<file path="src/rtl/apb4_slave_mem.sv">
// APB4 completer: word-addressed register memory with byte strobes, fixed wait states and error responses.
// Optional compile-time feature: APB4_SLAVE_MEM_PROT_CHECK_EN (non-secure writes to the upper half are rejected).
module apb4_slave_mem #(
    parameter int ADDR_WIDTH  = 32,
    parameter int DATA_WIDTH  = 32,
    parameter int MEM_DEPTH   = 16,
    parameter int WAIT_STATES = 0
) (
    input  logic                  PCLK,
    input  logic                  PRESETn,
    input  logic                  PSEL,
    input  logic                  PENABLE,
    input  logic                  PWRITE,
    input  logic [ADDR_WIDTH-1:0] PADDR,
    input  logic [DATA_WIDTH-1:0] PWDATA,
    input  logic [3:0]            PSTRB,
    input  logic [2:0]            PPROT,
    output logic [DATA_WIDTH-1:0] PRDATA,
    output logic                  PREADY,
    output logic                  PSLVERR
);

    localparam int IDX_W = (MEM_DEPTH > 1) ? $clog2(MEM_DEPTH) : 1;
    localparam logic [0:0] ST_IDLE   = 1'b0;
    localparam logic [0:0] ST_ACCESS = 1'b1;
    localparam logic [ADDR_WIDTH:0] ADDR_LIMIT = (ADDR_WIDTH + 1)'(MEM_DEPTH * 4);

    logic [0:0]            state_q, state_d;
    logic [3:0]            cnt_q, cnt_d;
    logic [IDX_W-1:0]      idx_q, idx_d;
    logic                  write_q, write_d;
    logic [DATA_WIDTH-1:0] wdata_q, wdata_d;
    logic [3:0]            strb_q, strb_d;
    logic                  err_q, err_d;
    logic [DATA_WIDTH-1:0] prdata_q, prdata_d;
    logic                  pready_q, pready_d;
    logic                  pslverr_q, pslverr_d;
    logic [DATA_WIDTH-1:0] mem_q [MEM_DEPTH];
    logic [DATA_WIDTH-1:0] mem_d [MEM_DEPTH];

    logic [IDX_W-1:0]      setup_idx;
    logic                  setup_err;
    logic                  unused_prot;

    assign setup_idx   = PADDR[IDX_W+1:2];
    assign unused_prot = ^PPROT;

    // Error is decided once, from the setup-phase inputs, and carried through the access phase.
    always_comb begin
        setup_err = (PADDR[1:0] != 2'b00) || ({1'b0, PADDR} >= ADDR_LIMIT);
`ifdef APB4_SLAVE_MEM_PROT_CHECK_EN
        if (PWRITE && PPROT[1] && setup_idx[IDX_W-1]) begin
            setup_err = 1'b1;
        end
`endif
    end

    always_comb begin
        state_d   = state_q;
        cnt_d     = cnt_q;
        idx_d     = idx_q;
        write_d   = write_q;
        wdata_d   = wdata_q;
        strb_d    = strb_q;
        err_d     = err_q;
        prdata_d  = prdata_q;
        pready_d  = pready_q;
        pslverr_d = pslverr_q;
        mem_d     = mem_q;

        if (state_q == ST_IDLE) begin
            if (PSEL && !PENABLE) begin
                state_d = ST_ACCESS;
                cnt_d   = 4'(WAIT_STATES);
                idx_d   = setup_idx;
                write_d = PWRITE;
                wdata_d = PWDATA;
                strb_d  = PSTRB;
                err_d   = setup_err;
                // With no wait states the first access cycle already completes.
                if (WAIT_STATES == 0) begin
                    pready_d  = 1'b1;
                    pslverr_d = setup_err;
                    prdata_d  = (PWRITE || setup_err) ? '0 : mem_q[setup_idx];
                end
            end
        end else begin
            if (!PSEL) begin
                state_d   = ST_IDLE;
                pready_d  = 1'b0;
                pslverr_d = 1'b0;
                prdata_d  = '0;
            end else if (pready_q) begin
                if (PENABLE) begin
                    if (write_q && !err_q) begin
                        for (int b = 0; b < 4; b++) begin
                            if (strb_q[b]) begin
                                mem_d[idx_q][8*b +: 8] = wdata_q[8*b +: 8];
                            end
                        end
                    end
                    state_d   = ST_IDLE;
                    pready_d  = 1'b0;
                    pslverr_d = 1'b0;
                    prdata_d  = '0;
                end
            end else begin
                cnt_d = cnt_q - 4'd1;
                if (cnt_q <= 4'd1) begin
                    pready_d  = 1'b1;
                    pslverr_d = err_q;
                    prdata_d  = (write_q || err_q) ? '0 : mem_q[idx_q];
                end
            end
        end
    end

    always_ff @(posedge PCLK) begin
        if (!PRESETn) begin
            state_q   <= ST_IDLE;
            cnt_q     <= '0;
            idx_q     <= '0;
            write_q   <= 1'b0;
            wdata_q   <= '0;
            strb_q    <= '0;
            err_q     <= 1'b0;
            prdata_q  <= '0;
            pready_q  <= 1'b0;
            pslverr_q <= 1'b0;
            for (int i = 0; i < MEM_DEPTH; i++) begin
                mem_q[i] <= '0;
            end
        end else begin
            state_q   <= state_d;
            cnt_q     <= cnt_d;
            idx_q     <= idx_d;
            write_q   <= write_d;
            wdata_q   <= wdata_d;
            strb_q    <= strb_d;
            err_q     <= err_d;
            prdata_q  <= prdata_d;
            pready_q  <= pready_d;
            pslverr_q <= pslverr_d;
            mem_q     <= mem_d;
        end
    end

    assign PRDATA  = prdata_q;
    assign PREADY  = pready_q;
    assign PSLVERR = pslverr_q;

endmodule

</file>
<file path="config.mk">
export PLATFORM = sky130hd
export DESIGN_NAME = apb4_slave_mem
export DESIGN_NICKNAME = d
export VERILOG_FILES = /design/src/rtl/apb4_slave_mem.sv
export SDC_FILE = /design/constraint.sdc
export NUM_CORES = 2
export LEC_CHECK = 0
export BUFFER_PORTS_ARGS = -buffer_cell sky130_fd_sc_hd__buf_4
export CORE_MARGIN = 4
export CORE_UTILIZATION = 57
export CTS_CLUSTER_SIZE = 14
export DETAILED_ROUTE_END_ITERATION = 7
export PLACE_DENSITY = 0.77
export SKIP_LAST_GASP = 1
export SLEW_MARGIN = 0
export SYNTH_ARGS = -nofsm -noshare
export SYNTH_HDL_FRONTEND = slang
export SYNTH_SLANG_ARGS = --single-unit
</file>
<file path="constraint.sdc">
create_clock -name PCLK -period 1.9 [get_ports PCLK]
set_input_delay 0.38 -clock PCLK [delete_from_list [all_inputs] [get_ports PCLK]]
set_output_delay 0.38 -clock PCLK [all_outputs]
set_load 0.1 [all_outputs]
</file>
Word level (Yosys, flattened, before mapping):

Index checks and enable logic that the tools add are counted.

* register bits: 593
* input bits: 76
* output and inout port bits: 34
* logic and storage cells: 118

* add/sub/neg operators: 1
* $lt $le $gt $ge: 5
* equality and inequality tests: 4
* mux-type cells: 65
* bitwise gates (word level): 3
* reduce and logical (&&, ||, !) cells: 14

Operator list (number)
* 2-to-1 mux 512 bit: 19
* bitwise mux 512 bit: 4
* demux 32 bit (select 4 bit): 4
* 2-to-1 mux 32 bit: 13
* binary-select mux 32 bit (select 4 bit): 2
* greater-or-equal comparator 32 x 7 -> 1 bit (second input constant): 1
* 2-to-1 mux 24 bit: 1
* 2-to-1 mux 1 bit: 16
* 2-to-1 mux 16 bit: 1
* 2-to-1 mux 4 bit: 4
* greater-or-equal comparator 5 bit (second input constant): 2
* NOT 4 -> 5 bit: 2
* 2-to-1 mux 8 bit: 1
* AND reduction 3 bit: 2
* < comparator 5 x 1 -> 1 bit (second input constant): 1
* AND reduction 5 bit: 1
* <= comparator 4 x 1 -> 1 bit (second input constant): 1
* != test 2 bit (second input constant): 2
* != test 4 x 2 -> 1 bit (second input constant): 1
* != test 4 bit (second input constant): 1
* nonzero test 2 bit: 2
* subtractor 4 x 1 -> 4 bit (second input constant): 1
* logical AND 1 bit: 3
* logical OR 1 bit: 3
* 3 further kinds: 4

Depth between registers and ports, before layout:

* word-level depth: 28
* depth in mapped cells: 9
* depth with buffers taken out: 7

Least setup slack after synthesis:

No wires, ideal clock.

* kind: register -> register
* start point: register pready_q (netlist: PREADY)
* end point: register mem_q[415] (netlist name)
* library setup time: 0.122 ns
* arrival time: 2.423 ns
* required time: 1.778 ns
* setup slack: -0.645 ns
* stages on the path, launching flop included: 7
* buffers on the path: 1
* period minus slack after synthesis: 2.545 ns
* cell sequence: dfxtp_1 nand3_1 nor3_2 clkbuf_1 nand2_1 nand2_1 a21boi_0

* word-level cells in the longest chain between the ends: 1

RTL lines
* start, declared: RTL line 36 `logic pready_q, pready_d;`
* start signal, assigned: RTL line 142 `pready_q <= pready_d;`
* AND reduction 5 bit (no source line)
* end signal, assigned: RTL line 144 `mem_q <= mem_d;`
* end, declared: RTL line 38 `logic [DATA_WIDTH-1:0] mem_q [MEM_DEPTH];`

No other way between the ends.
A chain may end at the register's enable or synchronous reset.

Worst setup path after layout:

* start point: register idx_q[0]
* end point: register mem_q[56] (netlist name)

* word-level cells in the longest chain between the ends: 25
* elaborated cells on any way between the ends: 32
* classes of those cells: 2 x order compare; 28 x mux; 1 x bitwise; 1 x reduce/logical

RTL lines
* start, declared: RTL line 30 `logic [IDX_W-1:0] idx_q, idx_d;`
* start signal, assigned: RTL line 136 `idx_q <= idx_d;`
* NOT 4 -> 5 bit (not written as such) (*): RTL line 98 `mem_d[idx_q][8*b +: 8] = wdata_q[8*b +: 8];`
* demux 32 bit (select 4 bit): RTL line 98
* bitwise mux 512 bit: RTL line 98
* 2-to-1 mux 512 bit: RTL line 97 `if (strb_q[b]) begin`
* 2-to-1 mux 512 bit: RTL line 95 `if (write_q && !err_q) begin`
* 2-to-1 mux 512 bit: RTL line 94 `if (PENABLE) begin`
* 2-to-1 mux 512 bit: RTL line 93 `end else if (pready_q) begin`
* 2-to-1 mux 512 bit: RTL line 88 `if (!PSEL) begin`
* [9 not listed]
* 2-to-1 mux 512 bit: RTL line 97
* 2-to-1 mux 512 bit: RTL line 95
* 2-to-1 mux 512 bit: RTL line 94
* 2-to-1 mux 512 bit: RTL line 93
* 2-to-1 mux 512 bit: RTL line 88
* 2-to-1 mux 512 bit: RTL line 71 `if (state_q == ST_IDLE) begin`
* bitwise mux 512 bit: RTL line 98
* 2-to-1 mux 512 bit (*): RTL line 97

Every way passes the cells marked *; elsewhere a longest branch is shown, timed or not. The select of a mux whose other input is x is not followed.

==> results_dict.tcl <==
set metrics [dict create \
    p_per_area_nw_per_um2 745.7 \
    cp.required_ns 2.44 \
    clock_latency_ns 0.64 \
    relSlewSlack_pct 43.35 \
    swShare_pct 25.49 \
    initial_utilization_pct 57.96 \
    async_flop_share_pct 0 \
    netlist_instances 3278 \
    grt_usage_pct 37.87 \
    cts_max_level 3 \
    area_delta_synth_final_pct 26.89 \
    die_area_sq_um 58980 \
    violations "negative hold slack, negative setup slack" \
    rsz0062_at_grt "yes" \
    postRouteAntennaNets 0 \
    numCtsBuffers 67 \
    globalRouteOverflowTotal 0 \
    leakagePower_nw 13.57 \
    remaining_drc_errors 0 \
    detail_route.vias_per_cell 7.125 \
    finalSetupViolCount 287 \
    fin_area_sq_um 39890 \
    cts_tree "built" \
    yosys-top-cells-area "dfxtp_1 (38%), mux4_2 (20%), a21boi_0 (11%)" \
    drt-initial-drc-count 4783 \
    drt_wl_total_um 121100 \
    grt_pass1_vias 30030 \
    core_sq_um 54240 \
    path_max_fanout 9 \
    ff2ff_path_depth 10 \
    setup_ws_ns -0.3268 \
    antenna_found_initial 1 \
    synth_seq_area_share_pct 37.76 \
    critPathCaptureType "register" \
    p_int_mw 22.16 \
    hold_viol_final 1 \
    grt_pass1_wl_um 174300 \
    hold_path_class "in2reg" \
    tightest_slew_ns 0.8486 \
    status "finished with violations" \
    gp_congestion 0.9603 \
    io_buffers 106 \
    drv_cap 0 \
    dr.pass1.iters 6 \
    n_fill_cell 3379 \
    n_antenna_cell 0 \
    drive_above_1_share_pct 30.97 \
    synth_nets 3356 \
    dpl-instance-area_sq_um 35380 \
    synth_cell_type_count 45 \
    die_y_um 242.9 \
    hold_ws_ns -0.002525 \
    vias 30630 \
    synth_edf_count 0 \
    synth.top_cell.area_share_pct 37.76 \
    final.min_clock_period_ns 2.227 \
    postLayoutCoreUtil_pct 73.55 \
    critical_path_class "reg2reg" \
    final_common_cell "nand2_1" \
    final_cell_mix "nand2_1 (645), dfxtp_1 (586), nand3_1 (493)" \
    worstPathArrival_ns 2.76 \
    cts.clk_slew.worst_paths_ns 0.06 \
    p_total_mw 29.75 \
    holdPathStages 3 \
    fp.dieW_um 242.9 \
    cts_sinks 593 \
    drv_slew 0 \
    clockRootBuffer "clkbuf_16" \
    startpoint_type "register" \
    max_freq_ghz 0.4491 \
    yosysWarnings 0 \
    p_seq_share_pct 42.9 \
    synth_flop_cell "dfxtp_1" \
    netlist_area_sq_um 31440 \
    post-route-period-util_pct 117.2 \
    ir_drop_v 0.0009035 \
    ys_seq_elements 593 \
    cts_max_path_buffers 3 \
    dp_hpwl_um 71430 \
    final_nets 3627 \
    syn_area_per_cell_sq_um 9.590 \
    clkPwrFrac_pct 47.0 \
    finClkSkew_ns 0.03557 \
    switchingPower_mw 7.584 \
    grt_max_degree 76 \
    wl_per_cell_um 28.18 \
    combPwrFrac_pct 10.0 \
    num_rows 85 \
    dp_slack_ns -0.2519 \
    synth_top_area_cell "dfxtp_1" \
    top_level_ports 110 \
]
stage by stage:
stage                     instances  hold slack (ns)  TNS [ns]
after global routing           4299         0.008105    -39.69
after floorplan                3278           0.4416   -0.4097
after detailed placement       4091           0.4580    -20.47
final                          4299        -0.002525    -27.16
after global placement         4091           0.4528    -9.582
after CTS                      4259         0.001822    -4.516
worst paths after layout:
check | start | to | slack, ns
hold reg to reg | strb_q[0] | strb_q[0] | 0.46
setup reg to reg | idx_q[0] | mem_q[56] | -0.33
setup / recovery | idx_q[0] | mem_q[56] | -0.33
hold / removal | PWDATA[28] | wdata_q[28] | -0.003
cells in the mapped netlist (5+ instances only):
cell type  number
mux4_2        284
mux2i_1        34
nor2_1         40
buf_2         126
mux2_2         36
nor3_2          8
nor2_2          9
o31ai_1        32
o21ai_0        35
nand3_1       516
clkbuf_1      195
o2111ai_1      33
a21boi_1      102
inv_1           7
nand2_1       668
a211oi_1       32
buf_4          19
dfxtp_1       593
nand2b_1        5
nor4_1          8
a21boi_0      452
buf_1          11
what timing repair did:
action,CTS,global route
hold buffers,0,0
cloned,11,9
pin swaps,10,55
hold endpoints to repair,0,0
resized for setup,88,284
buffers inserted,34,33
setup endpoints to repair,206,390
power groups by stage:
stage | Sequential, mW | Clock [mW] | Combinational [mW]
2_1_floorplan | 13.1 | 0 | 1.32
3_3_place_gp | 13.0 | 0 | 2.41
3_5_place_dp | 13.0 | 0 | 2.45
4_1_cts | 12.8 | 13.9 | 2.70
5_1_grt | 12.8 | 14.5 | 3.03
6_report | 12.8 | 14.0 | 2.98
layer usage:
metal / share of wire, % / routed length [um] / vias to the layer above / track usage (%)
li1: - / - / 12510 / -
met1: 33 / 39730 / 14490 / 46.05
met2: 44 / 53020 / 2785 / 57.64
met3: 15 / 17940 / 842 / 12.22
met4: 8.6 / 10430 / 2 / 25.62
met5: 0.011 / 13 / - / 0
flip-flops by register name (all words and copies together), names as in the netlist, 4 cells and up:
signal   cells
PRDATA      32
mem_q      512
cnt_q        4
strb_q       4
idx_q        4
wdata_q     32
layout make-up:
type	instances	area, sq um	share of cell area, %
multi-input combinational	2324	18640	46.72
sequential	593	11890	29.81
timing repair buffer	556	6115	15.33
clock buffer	95	1944	4.874
tap	696	870.8	2.183
clock inverter	28	406.6	1.019
inverter	7	26.28	0.06587
worst max-delay path, cell delays in order (launching register included):
cell       delay, ns
dfxtp_4         0.36
buf_12          0.17
buf_4           0.15
clkbuf_16       0.15
nand2b_4        0.17
buf_4           0.17
nor2_4          0.25
buf_6           0.16
buf_6           0.15
nand3_1         0.10
a21boi_0        0.28
cell families after synthesis:
group	Yosys count	synth area share (%)
simple gates	1270	17.80
compound gates	696	16.48
flops	593	37.76
buf+inv	361	5.110
mux	354	22.72
xor+xnor	2	0.05573
fa+ha+maj	2	0.07959
(Power assumes the default switching activity.)
